## src/rtl/muldiv_unit_if.sv

```systemverilog
// muldiv_unit_if: operand/op request and result/flag response bundle for muldiv_unit.
interface muldiv_unit_if #(parameter int WIDTH = 32);
    logic             in_valid;
    logic             in_ready;
    logic [2:0]       op;
    logic [WIDTH-1:0] inputA;
    logic [WIDTH-1:0] inputB;
    logic             out_valid;
    logic             out_ready;
    logic [WIDTH-1:0] result;
    logic             negative;
    logic             zero;
    modport master (
        output in_valid, op, inputA, inputB, out_ready,
        input  in_ready, out_valid, result, negative, zero
    );
    modport slave (
        input  in_valid, op, inputA, inputB, out_ready,
        output in_ready, out_valid, result, negative, zero
    );
endinterface

```

## src/rtl/muldiv_unit.sv

```systemverilog
// muldiv_unit: iterative RV32M multiply/divide (shift-add / restoring), one bit per cycle.
module muldiv_unit #(
    parameter int WIDTH = 32,
    localparam int CNT_W = $clog2(WIDTH) + 1
) (
    input logic          clk,
    input logic          nRst,
    input logic          flush,
    muldiv_unit_if.slave bus
);
    typedef enum logic [1:0] {IDLE, CALC, FIX, DONE} state_t;
    localparam logic [WIDTH-1:0] MIN = {1'b1, {(WIDTH-1){1'b0}}};
    state_t             state_q, state_d;
    logic [2:0]         op_q, op_d;
    logic [WIDTH-1:0]   b_q, b_d, result_q, result_d;
    logic [2*WIDTH-1:0] prod_q, prod_d;
    logic [CNT_W-1:0]   cnt_q, cnt_d;
    logic               neg_res_q, neg_res_d, neg_rem_q, neg_rem_d;
    logic               a_sgn, b_sgn, div_zero, div_ovf;
    logic [WIDTH-1:0]   a_mag, b_mag, quo, rem;
    logic [WIDTH:0]     msum, dtry;
    logic [2*WIDTH-1:0] step, prod_fix;
    always_ff @(posedge clk or negedge nRst) begin
        if (!nRst) begin
            state_q   <= IDLE;
            op_q      <= '0;
            b_q       <= '0;
            result_q  <= '0;
            prod_q    <= '0;
            cnt_q     <= '0;
            neg_res_q <= 1'b0;
            neg_rem_q <= 1'b0;
        end else begin
            state_q   <= state_d;
            op_q      <= op_d;
            b_q       <= b_d;
            result_q  <= result_d;
            prod_q    <= prod_d;
            cnt_q     <= cnt_d;
            neg_res_q <= neg_res_d;
            neg_rem_q <= neg_rem_d;
        end
    end
    always_comb begin
        a_sgn    = (bus.op inside {3'b001, 3'b010, 3'b100, 3'b110}) & bus.inputA[WIDTH-1];
        b_sgn    = (bus.op inside {3'b001, 3'b100, 3'b110}) & bus.inputB[WIDTH-1];
        a_mag    = a_sgn ? -bus.inputA : bus.inputA;
        b_mag    = b_sgn ? -bus.inputB : bus.inputB;
        div_zero = bus.op[2] & (bus.inputB == '0);
        div_ovf  = bus.op[2] & ~bus.op[0] & (bus.inputA == MIN) & (&bus.inputB);
        // prod_q holds {accumulator, multiplier} for MUL and {remainder, dividend/quotient} for DIV
        msum     = {1'b0, prod_q[2*WIDTH-1:WIDTH]} + (prod_q[0] ? {1'b0, b_q} : '0);
        dtry     = {prod_q[2*WIDTH-1:WIDTH], prod_q[WIDTH-1]} - {1'b0, b_q};
        step     = !op_q[2] ? {msum, prod_q[WIDTH-1:1]} :
                   dtry[WIDTH] ? {prod_q[2*WIDTH-2:0], 1'b0} :
                   {dtry[WIDTH-1:0], prod_q[WIDTH-2:0], 1'b1};
        prod_fix = neg_res_q ? -prod_q : prod_q;
        quo      = neg_res_q ? -prod_q[WIDTH-1:0] : prod_q[WIDTH-1:0];
        rem      = neg_rem_q ? -prod_q[2*WIDTH-1:WIDTH] : prod_q[2*WIDTH-1:WIDTH];
        state_d   = state_q;
        op_d      = op_q;
        b_d       = b_q;
        result_d  = result_q;
        prod_d    = prod_q;
        cnt_d     = cnt_q;
        neg_res_d = neg_res_q;
        neg_rem_d = neg_rem_q;
        if (flush) begin
            state_d = IDLE;
        end else if (state_q == IDLE && bus.in_valid) begin
            op_d      = bus.op;
            b_d       = b_mag;
            prod_d    = {{WIDTH{1'b0}}, a_mag};
            cnt_d     = '0;
            neg_res_d = a_sgn ^ b_sgn;
            neg_rem_d = a_sgn;
            result_d  = div_zero ? (bus.op[1] ? bus.inputA : '1) :
                        div_ovf ? (bus.op[1] ? '0 : MIN) : result_q;
            state_d   = (div_zero | div_ovf) ? DONE : CALC;
        end else if (state_q == CALC) begin
            prod_d  = step;
            cnt_d   = cnt_q + CNT_W'(1);
            state_d = (cnt_q == CNT_W'(WIDTH - 1)) ? FIX : CALC;
        end else if (state_q == FIX) begin
            result_d = op_q[2] ? (op_q[1] ? rem : quo) :
                       (op_q[1:0] == 2'b00) ? prod_fix[WIDTH-1:0] : prod_fix[2*WIDTH-1:WIDTH];
            state_d  = DONE;
        end else if (state_q == DONE && bus.out_ready) begin
            state_d = IDLE;
        end
    end
    assign bus.in_ready  = (state_q == IDLE);
    assign bus.out_valid = (state_q == DONE);
    assign bus.result    = result_q;
    assign bus.negative  = result_q[WIDTH-1];
    assign bus.zero      = (result_q == '0);
endmodule

```

## src/flat_wrapper.sv

```systemverilog
// flat-port wrapper written by rule: the top's interface ports become plain ports
module muldiv_unit_flat 
#(
    parameter int WIDTH = 32,
    localparam int CNT_W = $clog2(WIDTH) + 1
)
  (clk, nRst, flush, bus_in_valid, bus_op, bus_inputA, bus_inputB, bus_out_ready, bus_in_ready, bus_out_valid, bus_result, bus_negative, bus_zero);
  muldiv_unit_if #(.WIDTH(WIDTH)) bus_i ();
  input logic clk;
  input logic nRst;
  input logic flush;
  input wire logic [$bits(bus_i.in_valid)-1:0] bus_in_valid;
  input wire logic [$bits(bus_i.op)-1:0] bus_op;
  input wire logic [$bits(bus_i.inputA)-1:0] bus_inputA;
  input wire logic [$bits(bus_i.inputB)-1:0] bus_inputB;
  input wire logic [$bits(bus_i.out_ready)-1:0] bus_out_ready;
  output wire logic [$bits(bus_i.in_ready)-1:0] bus_in_ready;
  output wire logic [$bits(bus_i.out_valid)-1:0] bus_out_valid;
  output wire logic [$bits(bus_i.result)-1:0] bus_result;
  output wire logic [$bits(bus_i.negative)-1:0] bus_negative;
  output wire logic [$bits(bus_i.zero)-1:0] bus_zero;
  assign bus_i.in_valid = bus_in_valid;
  assign bus_i.op = bus_op;
  assign bus_i.inputA = bus_inputA;
  assign bus_i.inputB = bus_inputB;
  assign bus_i.out_ready = bus_out_ready;
  assign bus_in_ready = bus_i.in_ready;
  assign bus_out_valid = bus_i.out_valid;
  assign bus_result = bus_i.result;
  assign bus_negative = bus_i.negative;
  assign bus_zero = bus_i.zero;
  muldiv_unit #(.WIDTH(WIDTH)) u_core (.clk(clk), .nRst(nRst), .flush(flush), .bus(bus_i));
endmodule
```

## config.mk

```make
export PLATFORM = sky130hd
export DESIGN_NAME = muldiv_unit_flat
export DESIGN_NICKNAME = d
export VERILOG_FILES = /design/src/rtl/muldiv_unit_if.sv /design/src/rtl/muldiv_unit.sv /design/src/flat_wrapper.sv
export SDC_FILE = /design/constraint.sdc
export NUM_CORES = 1
export LEC_CHECK = 0
export CAP_MARGIN = 20
export CORE_ASPECT_RATIO = 1.5
export CORE_MARGIN = 3
export CORE_UTILIZATION = 43
export CTS_CLUSTER_SIZE = 30
export DETAILED_ROUTE_END_ITERATION = 16
export GPL_ROUTABILITY_DRIVEN = 1
export PLACE_DENSITY = 0.66
export SYNTH_ARGS = -nofsm -noshare
export SYNTH_HDL_FRONTEND = slang
export SYNTH_SLANG_ARGS = --single-unit
```

## constraint.sdc

```tcl
create_clock -name clk -period 9.81 [get_ports clk]
set_input_delay 1.962 -clock clk [delete_from_list [all_inputs] [get_ports clk]]
set_output_delay 1.962 -clock clk [all_outputs]
set_load 0.005 [all_outputs]
```

==> results.txt, run 1 <==
----------------------------------------------------
[Clocking]
  Hold buffers post-CTS ... 0
  Clock buffers created by TritonCTS ... 17
  Buffer count from post-CTS setup fixing ... 0
  Maximum buffer depth of the clock tree ... 2
  TritonCTS sink count ... 141
  Clock network latency to the later pin of the worst-skew pair ... 450 ps
  Clock transition at path regs ... around 60 ps
  Number of resized instances in the post-cts repair step ... 0
  CTS tree ... built
  Buffer cell driving the clock tree root ... sky130_fd_sc_hd__clkbuf_16
  CTS H-tree lvls ... 4

[Floorplan]
  Overall die height ... 232 µm
  Full die area ... 36300 µm²
  Core Area ... between 30000 and 40000 µm²
  Rows ... 82
  Width of the die ... about 160 µm
  Number of placed I/O pins ... 108
  Starting density of the core ... 43.7%

[Drt]
  WL/cell ... 20.6 µm
  Detailed-router iteration count before antenna repair ... 6
  ANT nets after route ... 0
  Via count normalized by instance count ... 6.09
  Number of DRC violations after detailed-routing iteration 0 ... between 1000 and 1500
  Count of unresolved DRC violations after routing ... 0
  Routed WL ... 50000 µm
  Total number of vias ... 14800

[Finish]
  Fraction of layout cells with a size suffix above 1 ... between 4 and 5%
  Total inserted antenna cells ... 0
  Total number of nets in the final design ... 2141
  Util after Layout ... 49.4%
  Area of all placed cells without fillers ... 16500 µm²
  Final cell count without fillers ... 2426
  Filler Cells Inserted ... 3326
  Area growth from synthesis to final layout ... 13.0%

[Timing]
  Slew at the pin with the worst max-slew slack ... approximately 1000 ps
  Final Worst Setup Slack ... 3760 ps
  Maximum frequency from static timing analysis ... 165 MHz
  Unrepaired setup endpoints after global routing ... false
  Worst hold slack ... 477 ps
  Ratio of final minimum period to clock period ... 61.7%
  Final max-slew violation count ... 0
  Slew HR ... 31.7%
  Clock Skew ... 11.9 ps
  Final number of hold-violating endpoints ... 0
  Aggregate negative setup slack ... 0 ps
  Time the final worst path needs with I/O delays and setup ... ~6100 ps
  Final Setup Violations ... 0

[Critical path]
  Most common cell on crit path ... sky130_fd_sc_hd__nor2_1
  Critical-path maximum fanout ... 61
  Slowest CP cell ... sky130_fd_sc_hd__or3_2
  Critical path capture point type ... flip-flop
  Crit Path Class ... in -> reg
  Cell breakdown of the critical path ... clkdlybuf4s50_1 -> or4_1 -> or3_1 -> nor3_1 -> nand2_1 -> nor2_1 -> a31oi_1 -> or3_2 -> nor2_1 -> o221ai_1 -> o21ai_1
  Arrival time of data at the critical path endpoint ... 6430 ps
  Required time of the worst setup path ... 10190 ps
  Peak per-stage delay on the critical path ... 910 ps
  Critical Path Source Type ... input port

[GRT]
  Wire length of the first global-routing pass ... 78700 µm
  Aggregate global-route resource usage ... between 20% and 30%
  Antenna violations before repair ... 0
  Total congestion overflow after global routing ... 0
  Via count of the first global-routing pass ... approximately 15000
  Largest net degree at the start of global routing ... between 90 and 100

[Place]
  Routability congestion estimate ... about 0.93
  Instance area after placement ... roughly 16000 µm²
  Pre-CTS WS ... approximately 3400 ps
  Total instance count after detailed placement ... 2393
  Final HPWL DP ... 38000 µm
  Buffers on Ports ... 107

[Pwr]
  Max IR drop VDD ... between 0.0002 and 0.00025 V
  Total power draw ... 5.81 mW
  Total power divided by cell area ... 352 nW/µm²
  Leakage Power ... 6.98 nW

[Synth]
  Yosys top cell area share ... between 20 and 25%
  Proportion of synthesized chip area in sequential cells ... 24.2%
  Dominant register cell in the synthesized netlist ... sky130_fd_sc_hd__dfrtp_1
  Net count of the mapped netlist ... 2123
  Yosys top cell by area ... sky130_fd_sc_hd__dfrtp_1
  Share of flip-flops with an asynchronous set or reset ... 100%
  Ys Warns ... 0
  Biggest area contributors in the synthesized netlist ... sky130_fd_sc_hd__dfrtp_1 24%, sky130_fd_sc_hd__o21ai_0 8.7%, sky130_fd_sc_hd__ha_1 6.3%
  Average size of a mapped cell ... 7.40 µm²
  Count of unique library cells instantiated by Yosys ... 79
  Most frequent cell after synthesis ... sky130_fd_sc_hd__o21ai_0
  Number of flip-flops and latches in the synthesized netlist ... 141
  Post-Syn Area ... 14600 µm²
  Count of flip-flops with a built-in enable after synthesis ... 0
  Cells after synthesis ... 1975
  Top cells by count, synth ... 255 x sky130_fd_sc_hd__o21ai_0, 232 x sky130_fd_sc_hd__nand2_1, 179 x sky130_fd_sc_hd__nor2_1

[Job]
  Maximum Capacitance Violations ... 0

[Worst hold path]
  Path type of the worst min-delay path ... reg -> reg

[Outcome]
  Run status ... finished clean

----------------------------------------------------
==> where the power goes <==
part / leakage [nW] / switching, mW / total (mW) / internal, mW
Combinational: 4.86 / 2.34 / 3.90 / 1.57
Clock: 0.307 / 0.266 / 0.703 / 0.437
Sequential: 1.81 / 0.382 / 1.20 / 0.819
==> cells in the final DEF, fill, tap and decap left out, types with 6 or more instances in the layout <==
cell	instances
sky130_fd_sc_hd__clkdlybuf4s50_1	106
sky130_fd_sc_hd__and2_1	13
sky130_fd_sc_hd__nor2b_1	9
sky130_fd_sc_hd__nand4_1	25
sky130_fd_sc_hd__o21bai_1	8
sky130_fd_sc_hd__a22oi_1	23
sky130_fd_sc_hd__a21oi_1	161
sky130_fd_sc_hd__a211oi_1	17
sky130_fd_sc_hd__or4_1	11
sky130_fd_sc_hd__or3_1	25
sky130_fd_sc_hd__o21ai_0	255
sky130_fd_sc_hd__and3_1	12
sky130_fd_sc_hd__o22ai_1	6
sky130_fd_sc_hd__xor2_1	96
sky130_fd_sc_hd__mux2i_1	68
sky130_fd_sc_hd__inv_1	68
sky130_fd_sc_hd__dfrtp_1	140
sky130_fd_sc_hd__a21o_1	24
sky130_fd_sc_hd__ha_1	74
sky130_fd_sc_hd__o221ai_1	9
sky130_fd_sc_hd__o211ai_1	15
sky130_fd_sc_hd__nand3_1	40
sky130_fd_sc_hd__o41ai_1	15
sky130_fd_sc_hd__o31a_1	6
sky130_fd_sc_hd__a221oi_1	6
sky130_fd_sc_hd__a31oi_1	14
sky130_fd_sc_hd__nor4_1	24
sky130_fd_sc_hd__o31ai_1	21
sky130_fd_sc_hd__or2_2	15
sky130_fd_sc_hd__nand2_1	232
sky130_fd_sc_hd__nor3_1	27
sky130_fd_sc_hd__nand2b_1	24
sky130_fd_sc_hd__xnor2_1	98
sky130_fd_sc_hd__buf_4	19
sky130_fd_sc_hd__nor2_1	178
sky130_fd_sc_hd__a221o_1	7
sky130_fd_sc_hd__clkbuf_16	17
==> logic make-up after synthesis <==
| logic type | Yosys count | share of synthesized area [%] |
|---|---|---|
| AO/OA/AOI/OAI | 629 | 25.7 |
| XOR/XNOR | 195 | 11.7 |
| adder cells (fa/ha/maj) | 76 | 6.61 |
| buffers and inverters | 198 | 5.24 |
| flip-flops | 141 | 24.2 |
| multiplexers | 77 | 5.41 |
| AND/OR/NAND/NOR | 659 | 21.2 |
==> state kept, by name (all words and copies together) (netlist names) <==
| register | flops |
|---|---|
| u_core.neg_rem_q | 1 |
| u_core.cnt_q | 6 |
| u_core.neg_res_q | 1 |
| u_core.prod_q | 64 |
| u_core.op_q | 3 |
| u_core.b_q | 32 |
| u_core.bus.result | 32 |
| u_core.state_q | 2 |
==> routing by layer <==
layer / up-vias / wire (µm) / GRT usage, %
li1: 7121 / - / -
met1: 6966 / 19800 / 31.9
met2: 551 / 25200 / 48.6
met3: 140 / 2580 / 3.39
met4: 0 / 2440 / 13.6
met5: - / 0 / 0
==> path summary, 6_finish.rpt <==
kind | start | endpoint | slack (ps) | depth (start not counted)
worst min-delay path | u_core.b_q[11] | u_core.b_q[11] | 480 | 2
max in group asynchronous | nRst | u_core.bus.result[11] | 6900 | 2
worst max-delay path | bus_inputA[9] | u_core.bus.result[18] | 3760 | 11
worst max register to register | u_core.prod_q[0] | u_core.bus.result[24] | 4850 | 12
min in group asynchronous | nRst | u_core.prod_q[30] | 1530 | 1
worst min register to register | u_core.b_q[11] | u_core.b_q[11] | 480 | 2
==> layout make-up <==
| type | instances | area (µm²) | area share (%) |
|---|---|---|---|
| Multi-Input combinational cell | 1636 | 10300 | 62.6 |
| Sequential cell | 141 | 3530 | 21.4 |
| Timing Repair Buffer | 128 | 1230 | 7.46 |
| Tap cell | 420 | 526 | 3.18 |
| Clock buffer | 21 | 460 | 2.79 |
| Inverter | 69 | 259 | 1.57 |
| Clock inverter | 11 | 165 | 1.00 |
==> critical path, delay by kind of cell <==
family	cells	cell delay (ps)
AOI/OAI and AO/OA	3	500
and+or+nand+nor	7	3450
buffers and inverters	1	480
No activity file was read; power rests on OpenSTA's default activity.
==> run 2, diff against run 1 <==
--- a/config.mk
+++ b/config.mk
@@ -12,7 +12,7 @@
 export CTS_CLUSTER_SIZE = 30
 export DETAILED_ROUTE_END_ITERATION = 16
 export GPL_ROUTABILITY_DRIVEN = 1
-export PLACE_DENSITY = 0.66
+export PLACE_DENSITY = 0.68
 export SYNTH_ARGS = -nofsm -noshare
 export SYNTH_HDL_FRONTEND = slang
 export SYNTH_SLANG_ARGS = --single-unit
==> constraint.sdc (replaced) <==
create_clock -name clk -period 4.9 [get_ports clk]
set_input_delay 0.98 -clock clk [delete_from_list [all_inputs] [get_ports clk]]
set_output_delay 0.98 -clock clk [all_outputs]
set_load 0.005 [all_outputs]
==> run 2 against run 1 <==
  * Final area grew 2.0%
  * Clock skew down 4.2 ps
  * Utilization rose by 1.0 points
  * Total power rose by 100%
  * Clock power grew 100%
  * Via count is 1.6% higher
  * Final cell count rose by 1.6%
  * Sequential power grew 98%
  * Register-to-register slack worse by 4200 ps
  * Critical path type unchanged
  * Critical endpoint is now u_core.bus.result[29]
  * Largest cell class unchanged
==> results.txt, run 2 (same netlist as run 1, synthesis figures left out) <==
----------------------------------------------------
[Outcome]
  Run status ... finished clean

[Timing]
  Maximum frequency from static timing analysis ... roughly 230 MHz
  Final Setup Violations ... 0 (unchanged)
  Ratio of final minimum period to clock period ... 87.3%
  Slew HR ... 38.7% (+7.0 points)
  Clock Skew ... 7.66 ps (-4.23 ps)
  Worst hold slack ... 445 ps (-32.2 ps)
  Aggregate negative setup slack ... 0 ps (unchanged)
  Final max-slew violation count ... 0 (unchanged)
  Time the final worst path needs with I/O delays and setup ... approximately 4300 ps
  Slew at the pin with the worst max-slew slack ... 896 ps (-127 ps)
  Unrepaired setup endpoints after global routing ... false
  Final number of hold-violating endpoints ... 0 (unchanged)

[Finish]
  Most used cells in the layout excluding fill and tap cells ... 255 x sky130_fd_sc_hd__o21ai_0, 232 x sky130_fd_sc_hd__nand2_1, 178 x sky130_fd_sc_hd__nor2_1
  Total inserted antenna cells ... 0 (unchanged)
  Reg with most FFs ... u_core.prod_q
  Commonest non-fill, non-tap cell in the layout ... sky130_fd_sc_hd__o21ai_0
  Area growth from synthesis to final layout ... 15.3%
  Total number of nets in the final design ... 2179 (+1.8%)
  Util after Layout ... 50.4% (+1.0 points)
  Number of flip-flops under the largest register name ... 64 (unchanged)
  Final cell count without fillers ... 2464 (+1.6%)
  Fraction of layout cells with a size suffix above 1 ... 6.12% (+1.7 points)

[GRT]
  Antenna violations before repair ... 0 (unchanged)
  Total congestion overflow after global routing ... 0 (unchanged)
  Via count of the first global-routing pass ... 14700 (+1.0%)
  Largest net degree at the start of global routing ... 61 (-36%)
  Aggregate global-route resource usage ... 27.8% (+0.49 points)
  Wire length of the first global-routing pass ... 80100 µm (+1.8%)

[Floorplan]
  Full die area ... 36300 µm² (unchanged)
  Number of placed I/O pins ... 108 (unchanged)
  Overall die height ... 232 µm (unchanged)
  Width of the die ... 156 µm (unchanged)
  Starting density of the core ... 43.7% (unchanged)
  Rows ... 82 (unchanged)
  Core Area ... 33400 µm² (unchanged)

[Critical path]
  R2r setup slk ... 640 ps (-4210 ps)
  Arrival time of data at the critical path endpoint ... 4610 ps (-1820 ps)
  Launching element of the worst setup path ... bus_inputB[8]
  Cell breakdown of the critical path ... clkdlybuf4s50_1 -> or4_1 -> nor4_2 -> nand4bb_1 -> or4_4 -> a21oi_2 -> a31oi_1 -> or3_2 -> buf_12 -> mux2_1
  RR Startpoint ... u_core.prod_q[31]
  Setup crit end ... u_core.bus.result[29]
  Number of cell instances on the worst register-to-register path ... 15 (+3)
  Required time of the worst setup path ... 5230 ps (-4960 ps)
  Peak per-stage delay on the critical path ... 620 ps (-290 ps)
  Crit Path Class ... in -> reg
  Slowest CP cell ... sky130_fd_sc_hd__or4_1
  Critical Path Source Type ... input port
  Critical path capture point type ... flip-flop
  Critical-path maximum fanout ... 23 (-62%)
  FF-to-FF End ... u_core.prod_q[33]

[Clocking]
  Buffer cell driving the clock tree root ... sky130_fd_sc_hd__clkbuf_16
  Hold buffers post-CTS ... 0 (unchanged)
  CTS H-tree lvls ... 4 (unchanged)
  Clock network latency to the later pin of the worst-skew pair ... 460 ps (about the same)
  Clock buffers created by TritonCTS ... 17 (unchanged)
  CTS tree ... built
  Maximum buffer depth of the clock tree ... 2 (unchanged)
  TritonCTS sink count ... 141 (unchanged)
  Number of resized instances in the post-cts repair step ... 0 (unchanged)
  Buffer count from post-CTS setup fixing ... 0 (unchanged)
  Clock transition at path regs ... 60 ps (about the same)

[Drt]
  Via count normalized by instance count ... 6.09 (about the same)
  ANT nets after route ... 0 (unchanged)
  Total number of vias ... 15000 (+1.6%)
  WL/cell ... 20.6 µm (-0.26%)
  Routed WL ... 50700 µm (+1.3%)
  Detailed-router iteration count before antenna repair ... 5 (-1)
  Count of unresolved DRC violations after routing ... 0 (unchanged)
  Number of DRC violations after detailed-routing iteration 0 ... 1082 (-4.3%)

[Place]
  Buffers on Ports ... 107 (unchanged)
  Routability congestion estimate ... 0.991 (+6.5%)
  Total instance count after detailed placement ... 2432 (+1.6%)
  Final HPWL DP ... 39600 µm (+4.3%)

[Job]
  Maximum Capacitance Violations ... 0 (unchanged)

[Pwr]
  Part of the power in the clock network ... 12.1% (about the same)
  Internal Power ... 5.83 mW (+110%)
  Combinational power share ... 67.9% (+0.7 points)
  Leakage Power ... 7.17 nW (+2.8%)
  Net Sw Frac ... 50.8% (-0.53 points)
  Proportion of power drawn by flip-flops and latches ... 20.0% (-0.7 points)
  Max IR drop VDD ... 0.000353 V (+73%)
  Total power divided by cell area ... 704 nW/µm² (+100%)
  P_sw ... 6.03 mW (+100%)

[Worst hold path]
  Path type of the worst min-delay path ... in -> async

----------------------------------------------------
[run 2: cell count changes in the layout (fill, tap and decap cells not counted), moves of 2 or more]
cell / previous run / this run
sky130_fd_sc_hd__clkbuf_1: 2 / 4
sky130_fd_sc_hd__buf_4: 19 / 56
sky130_fd_sc_hd__clkinv_2: 4 / 2
sky130_fd_sc_hd__buf_12: 0 / 3
sky130_fd_sc_hd__clkbuf_8: 2 / 5
sky130_fd_sc_hd__clkinv_4: 2 / 0
[run 2: per-stage QoR]
stage               cell area, µm²  power [mW]  worst slack [ps]
global route                 16800        12.8               403
floorplan                    14600        7.84              1090
finish                       16800        11.9               622
CTS                          16800        11.8               622
global placement             16200        10.2               169
detailed placement           16200        10.3               151
[run 2: worst min-delay path by stage]
stage,end,depth (start not counted),start
2_1_floorplan,u_core.b_q[10],2,u_core.b_q[10]
3_3_place_gp,u_core.b_q[14],2,u_core.b_q[14]
3_5_place_dp,u_core.b_q[14],2,u_core.b_q[14]
4_1_cts,u_core.prod_q[24],1,nRst
5_1_grt,u_core.prod_q[24],1,nRst
6_report,u_core.prod_q[26],1,nRst
[run 2: layer usage]
| layer | up-vias | share of wire, % | track usage, % |
|---|---|---|---|
| li1 | 7197 | - | - |
| met1 | 7086 | 39 | 32.1 |
| met2 | 581 | 50 | 49.0 |
| met3 | 153 | 5.1 | 3.69 |
| met4 | 0 | 5.6 | 15.3 |
| met5 | - | 0 | 0 |
[run 2: area by class of cell]
| class | count | area, µm² |
|---|---|---|
| fillers | 3330 | 16600 |
| multi-input cells | 1636 | 10300 |
| flip-flops and latches | 141 | 3530 |
| repair buffers | 166 | 1550 |
| well taps | 420 | 526 |
| clock buffers | 26 | 509 |
| inverters | 69 | 259 |
| clock inverters | 6 | 130 |
[run 2: power groups by stage]
stage	Combinational (mW)	Sequential (mW)	Clock [mW]
2_1_floorplan	5.83	2.01	0
3_3_place_gp	7.81	2.36	0
3_5_place_dp	7.92	2.37	0
4_1_cts	7.96	2.35	1.45
5_1_grt	8.89	2.44	1.50
6_report	8.05	2.37	1.44
[run 2: worst max-delay path: cells and delay by family]
family                 cells  cell delay (ps)
AO/OA/AOI/OAI              2              210
buffers and inverters      2              680
multiplexers               1              310
AND/OR/NAND/NOR            5             2420
